===== src/rtl/synth_env_pkg.sv =====
// Shared types and widths for the ADSR envelope scheduler.
package synth_env_pkg;

  localparam int unsigned LVL_W  = 7;
  localparam int unsigned TC_W   = 14;
  localparam int unsigned CODE_W = 7;

  localparam logic [LVL_W-1:0] LvlMax = 7'd127;

  typedef enum logic [2:0] {
    StIdle,
    StAttack,
    StDecay,
    StSustain,
    StRelease
  } stage_e;

endpackage


===== src/rtl/lin2exp_t.sv =====
// Exponential time-constant lookup: code 127 is fastest (tc=4), code 0 slowest (tc=992).
module lin2exp_t
  import synth_env_pkg::*;
(
  input  logic [CODE_W-1:0] code_i,
  output logic [TC_W-1:0]   tc_o
);

  logic [CODE_W-1:0] inv;
  logic [TC_W-1:0]   shifted;

  // Invert so larger codes mean shorter times; 16 mantissa steps per octave, rounded /4.
  always_comb begin
    inv     = ~code_i;
    shifted = TC_W'({1'b1, inv[3:0]}) << inv[6:4];
    tc_o    = (shifted + TC_W'(2)) >> 2;
  end

endmodule


===== src/rtl/env_rate_sched.sv =====
// Time-multiplexed ADSR scheduler: one voice read-modify-written per cycle after each
// sample tick, sharing a single lin2exp_t lookup. Results are registered.
module env_rate_sched
  import synth_env_pkg::*;
#(
  parameter int unsigned VOICES = 8,
  parameter int unsigned VW     = $clog2(VOICES)
) (
  input  logic              clk,
  input  logic              rst,
  input  logic              sample_tick,
  input  logic [VOICES-1:0] gate,
  input  logic [CODE_W-1:0] attack,
  input  logic [CODE_W-1:0] decay,
  input  logic [LVL_W-1:0]  sustain,
  input  logic [CODE_W-1:0] release_code,
  output logic              env_valid,
  output logic [VW-1:0]     env_voice,
  output logic [LVL_W-1:0]  env_level,
  output logic              busy,
  output logic              overrun
);

  stage_e            stage_q [VOICES];
  logic [LVL_W-1:0]  level_q [VOICES];
  logic [TC_W-1:0]   cnt_q   [VOICES];
  logic [VOICES-1:0] pgate_q;

  logic              busy_q, busy_d;
  logic [VW-1:0]     vidx_q, vidx_d;
  logic [VOICES-1:0] snap_q, snap_d;
  logic              env_valid_q, env_valid_d;
  logic [VW-1:0]     env_voice_q, env_voice_d;
  logic [LVL_W-1:0]  env_level_q, env_level_d;
  logic              overrun_q, overrun_d;

  stage_e            cur_stage, stage_d;
  logic [LVL_W-1:0]  cur_lvl, level_d, lvl_up, lvl_dn;
  logic [TC_W-1:0]   cur_cnt, cnt_d;
  logic [TC_W:0]     cnt_inc;
  logic              cur_pg, cur_sn, rate_step;
  logic [CODE_W-1:0] code_sel;
  logic [TC_W-1:0]   tc;

  lin2exp_t u_lin2exp (
    .code_i (code_sel),
    .tc_o   (tc)
  );

  // Sweep sequencing
  always_comb begin
    busy_d    = busy_q;
    vidx_d    = vidx_q;
    snap_d    = snap_q;
    overrun_d = sample_tick & busy_q;
    if (!busy_q) begin
      if (sample_tick) begin
        busy_d = 1'b1;
        vidx_d = '0;
        snap_d = gate;
      end
    end else begin
      vidx_d = vidx_q + VW'(1);
      if (vidx_q == VW'(VOICES - 1)) busy_d = 1'b0;
    end
  end

  // Per-voice envelope update for the voice under the sweep pointer
  always_comb begin
    cur_stage = stage_q[vidx_q];
    cur_lvl   = level_q[vidx_q];
    cur_cnt   = cnt_q[vidx_q];
    cur_pg    = pgate_q[vidx_q];
    cur_sn    = snap_q[vidx_q];

    case (cur_stage)
      StDecay:   code_sel = decay;
      StRelease: code_sel = release_code;
      default:   code_sel = attack;
    endcase

    cnt_inc   = {1'b0, cur_cnt} + (TC_W+1)'(1);
    rate_step = cnt_inc >= {1'b0, tc};
    lvl_up    = (cur_lvl == LvlMax) ? LvlMax : cur_lvl + LVL_W'(1);
    lvl_dn    = (cur_lvl == '0) ? '0 : cur_lvl - LVL_W'(1);

    stage_d = cur_stage;
    level_d = cur_lvl;
    cnt_d   = rate_step ? '0 : cnt_inc[TC_W-1:0];

    if (cur_sn && !cur_pg) begin
      stage_d = StAttack;
      cnt_d   = '0;
    end else if (!cur_sn && cur_pg && cur_stage != StIdle) begin
      stage_d = StRelease;
      cnt_d   = '0;
    end else begin
      case (cur_stage)
        StAttack: begin
          if (rate_step) begin
            level_d = lvl_up;
            if (lvl_up == LvlMax) stage_d = (sustain == LvlMax) ? StSustain : StDecay;
          end
        end
        StDecay: begin
          if (cur_lvl <= sustain) begin
            stage_d = StSustain;
            cnt_d   = '0;
          end else if (rate_step) begin
            level_d = lvl_dn;
            if (lvl_dn <= sustain) stage_d = StSustain;
          end
        end
        StSustain: begin
          level_d = sustain;
          cnt_d   = '0;
        end
        StRelease: begin
          if (rate_step) begin
            level_d = lvl_dn;
            if (lvl_dn == '0) stage_d = StIdle;
          end
        end
        default: begin
          stage_d = StIdle;
          level_d = '0;
          cnt_d   = '0;
        end
      endcase
    end

    env_valid_d = busy_q;
    env_voice_d = busy_q ? vidx_q : '0;
    env_level_d = busy_q ? level_d : '0;
  end

  always_ff @(posedge clk) begin
    if (rst) begin
      busy_q      <= 1'b0;
      vidx_q      <= '0;
      snap_q      <= '0;
      env_valid_q <= 1'b0;
      env_voice_q <= '0;
      env_level_q <= '0;
      overrun_q   <= 1'b0;
      pgate_q     <= '0;
      for (int i = 0; i < int'(VOICES); i++) begin
        stage_q[i] <= StIdle;
        level_q[i] <= '0;
        cnt_q[i]   <= '0;
      end
    end else begin
      busy_q      <= busy_d;
      vidx_q      <= vidx_d;
      snap_q      <= snap_d;
      env_valid_q <= env_valid_d;
      env_voice_q <= env_voice_d;
      env_level_q <= env_level_d;
      overrun_q   <= overrun_d;
      if (busy_q) begin
        stage_q[vidx_q] <= stage_d;
        level_q[vidx_q] <= level_d;
        cnt_q[vidx_q]   <= cnt_d;
        pgate_q[vidx_q] <= cur_sn;
      end
    end
  end

  assign env_valid = env_valid_q;
  assign env_voice = env_voice_q;
  assign env_level = env_level_q;
  assign busy      = busy_q;
  assign overrun   = overrun_q;

endmodule


===== config.mk =====
export PLATFORM = sky130hd
export DESIGN_NAME = env_rate_sched
export DESIGN_NICKNAME = d
export VERILOG_FILES = /design/src/rtl/synth_env_pkg.sv /design/src/rtl/lin2exp_t.sv /design/src/rtl/env_rate_sched.sv
export SDC_FILE = /design/constraint.sdc
export NUM_CORES = 1
export LEC_CHECK = 0
export CAP_MARGIN = 20
export CORE_UTILIZATION = 32
export CTS_BUF_LIST = sky130_fd_sc_hd__clkbuf_2
export CTS_CLUSTER_DIAMETER = 30
export DETAILED_ROUTE_END_ITERATION = 10
export PLACE_DENSITY = 0.58
export SLEW_MARGIN = 0
export SYNTH_ARGS = -nofsm -noshare
export SYNTH_HDL_FRONTEND = slang
export SYNTH_HIERARCHICAL = 1
export SYNTH_SLANG_ARGS = --single-unit

===== constraint.sdc =====
create_clock -name clk -period 5.6 [get_ports clk]
set_input_delay 1.12 -clock clk [delete_from_list [all_inputs] [get_ports clk]]
set_output_delay 1.12 -clock clk [all_outputs]
set_load 0.005 [all_outputs]

==> summary.md <==
| Metric | Value |
|---|---|
| DRC | 0 |
| Layout area overhead | 21.3% |
| Placeable Area | 37700 µm² |
| Setup total negative slack | 0 ns |
| Worst-path fanout max | 7 |
| Most common cell in the netlist | nor2_1 |
| Sequential element share of the synthesized area | 52.9% |
| WHS Path Cells | 2 |
| Maxcap violations | 0 |
| Initial antenna violation count | 1 |
| Layout cells sized above 1 | 31.1% |
| Global-route wire length before repair | 49.1 mm |
| Drt wl/cell | 18.9 µm |
| Slew headroom | 35.9% |
| Rows | between 70 and 80 |
| Final core utilization | 39.4% |
| CTS sink count | 227 |
| CTS Buffer Depth | 3 |
| Initial core utilization | approximately 32% |
| Die W | between 150 and 200 µm |
| Net count reported at finish | around 1200 |
| Drt first pass iters | 5 |
| Skew final | 0.116 ns |
| Clock-pin slew on the worst setup and hold paths | 0.10 ns |
| Pin count of the biggest net entering global routing | 46 |
| Max incr delay on CP | 0.53 ns |
| Final setup fails | 0 |
| Synthesized area | 12200 µm² |
| Required time worst endpoint | approximately 6.3 ns |
| Vias after detailed routing | 8668 |
| Max-slew violation count | 0 |
| Largest cells by area after synthesis | edfxtp_1, mux4_2, nor2_1 |
| Leakage power | between 5 and 6 nW |
| Vias in the first global route | between 8000 and 9000 |
| Classification of the worst setup path | flop to flop |
| Library cells used by synthesis | 86 |
| Maximum VDD drop | 0.119 mV |
| CTS buffer count | 57 |
| Die area | 39000 µm² |
| Worst path slowest cell | mux4_2 |
| Tightest Hold Check Type | flop to flop |
| CP Launch Type | flop |
| Root buf cell | clkbuf_2 |
| Register area | 6470 µm² |
| Synth top area share | 47.1% |
| Crit end category | flop |
| Die Ht | ~200 µm |
| Footprint of the multi-input gates | 5740 µm² |
| Min Clock Period, post-route | 5.49 ns |
| Ys flop type | edfxtp_1 |
| Post-Syn Instances | around 1000 |
| Final hold viol count | 0 |
| Fin crit share | between 90% and 100% |
| R2R depth | 26 |
| Gp weighted congestion | 0.872 |
| PD cells | 284 nW/µm² |
| Total GRT Usage | 16.4% |
| I/O pin cnt | between 50 and 60 |
| Fmax | 0.182 GHz |
| Yosys reg bits | between 200 and 250 |
| Number of port buffers | 51 |
| Top cells by count, synth | nor2_1, edfxtp_1, nand2_1 |
| Synth area leader | edfxtp_1 |
| Unrepaired setup endpoints after global routing | yes |
| Worst skew pair latency | 0.90 ns |
| Actual slew at the worst max-slew pin | roughly 0.96 ns |
| CTS tree | done |
| Antenna Nets Post-Route | 0 |
| Async set-or-reset flop fraction in the synthesized netlist | 0% |
| Fillers | between 3000 and 4000 |
| Data arrival, critical path | 6.15 ns |
| H-tree levels | 2 |
| DR vias/cell | about 5.1 |
| Synth warn | 6 |
| Initial drt markers | 633 |
| Status | complete, no violations |
| Average cell area after synthesis | between 10 and 15 µm² |
| Detail Placement HPWL | 20.2 mm |
| Number of synthesized flops with an enable pin | 192 |
| Total gr overflow | 0 |
| Routed WL | 32.4 mm |
worst max-delay path: cells and delay by family, from the launching register on:
family,cells,cell delay [ns]
compound gates,8,1.41
buf+inv,4,0.50
fa+ha+maj,2,0.46
mux,4,1.18
flops,1,0.42
xor+xnor,1,0.18
simple gates,7,1.08
cell type report:
type                            instances  share of cell area (%)
Antenna cell                            1                  0.0169
Tap cell                              511                    4.31
Multi-Input combinational cell        710                    38.7
Timing Repair Buffer                  128                    8.59
Clock buffer                           88                    2.97
Clock inverter                         18                   0.936
Sequential cell                       227                    43.6
Inverter                               33                   0.835
flip-flops by register name, summed over array words and instances, names as in the netlist, named ones only:
signal     cells
cnt_q        112
level_q       56
stage_q       24
pgate_q        8
snap_q         8
env_level      7
env_voice      3
vidx_q         3
busy           1
env_valid      1
overrun        1
cells by family (layout without fill, tap and decap cells):
kind of cell | after synthesis | count (layout) | synth area share (%)
adders and majority gates | 33 | 33 | 3.38
xor gates and xnor gates | 24 | 24 | 1.72
and+or+nand+nor | 419 | 419 | 15.7
AOI/OAI and AO/OA | 130 | 130 | 8.58
buffers and inverters | 91 | 267 | 3.90
DFF | 227 | 227 | 52.9
other | 1 | 5 | 0.0307
muxes | 100 | 100 | 13.9
layer usage:
metal / vias to the layer above / track usage, % / part of all wire, %
li1: 4030 / - / -
met1: 4306 / 23.0 / 46
met2: 289 / 25.9 / 46
met3: 43 / 2.94 / 6.3
met4: 0 / 4.45 / 1.6
met5: - / 0 / 0
repair_timing:
action | 4_1_cts | 5_1_grt
cloned | 0 | 4
resized for setup | 4 | 110
pin swaps | 1 | 33
setup buffers | 1 | 15
setup endpoints to repair | 131 | 199
hold buffers | 0 | 0
stage by stage:
step	instances	instance area, µm²	setup WS [ns]	power [mW]	hold slack, ns
detailed placement	1590	13600	-0.0510	2.87	0.449
floorplan	1028	12300	0.00933	2.56	0.432
global route	1716	14800	-0.176	4.42	0.486
CTS	1697	14200	-0.0420	4.06	0.461
global placement	1590	13600	0.00901	2.86	0.445
finish	1716	14800	0.106	4.21	0.459
path summary, 6_finish.rpt:
check                               start       endpoint  slack (ns)
worst max-delay path                 flop  level_q[2][6]        0.11
worst min-delay path            snap_q[4]      snap_q[4]        0.46
worst max register to register       flop  level_q[2][6]        0.11
worst min register to register  snap_q[4]      snap_q[4]        0.46
placed cells by master, fill, tap and decap left out, types with 9 or more instances in the layout:
cell type and instances:
buf_4 57, xor2_1 9, mux2i_1 33, ha_1 28
clkinv_1 10, xnor2_1 13, a21oi_1 40, nand2b_1 13
clkbuf_2 88, nor2_2 38, nand2_2 19, dfxtp_1 32
clkdlybuf4s50_1 51, nor2_1 181, edfxtp_1 192, buf_6 9
nor2b_1 11, inv_1 30, nor2_4 15, nand2_1 74
nand3_1 14, mux4_2 45
power by group:
part           total [mW]  switching [mW]  leakage (nW)  internal (mW)
Combinational        1.09           0.606          2.50          0.488
Clock                1.20           0.676         0.434          0.520
Sequential           1.92          0.0270          2.28           1.89
Power figures use the tool's default switching activity.
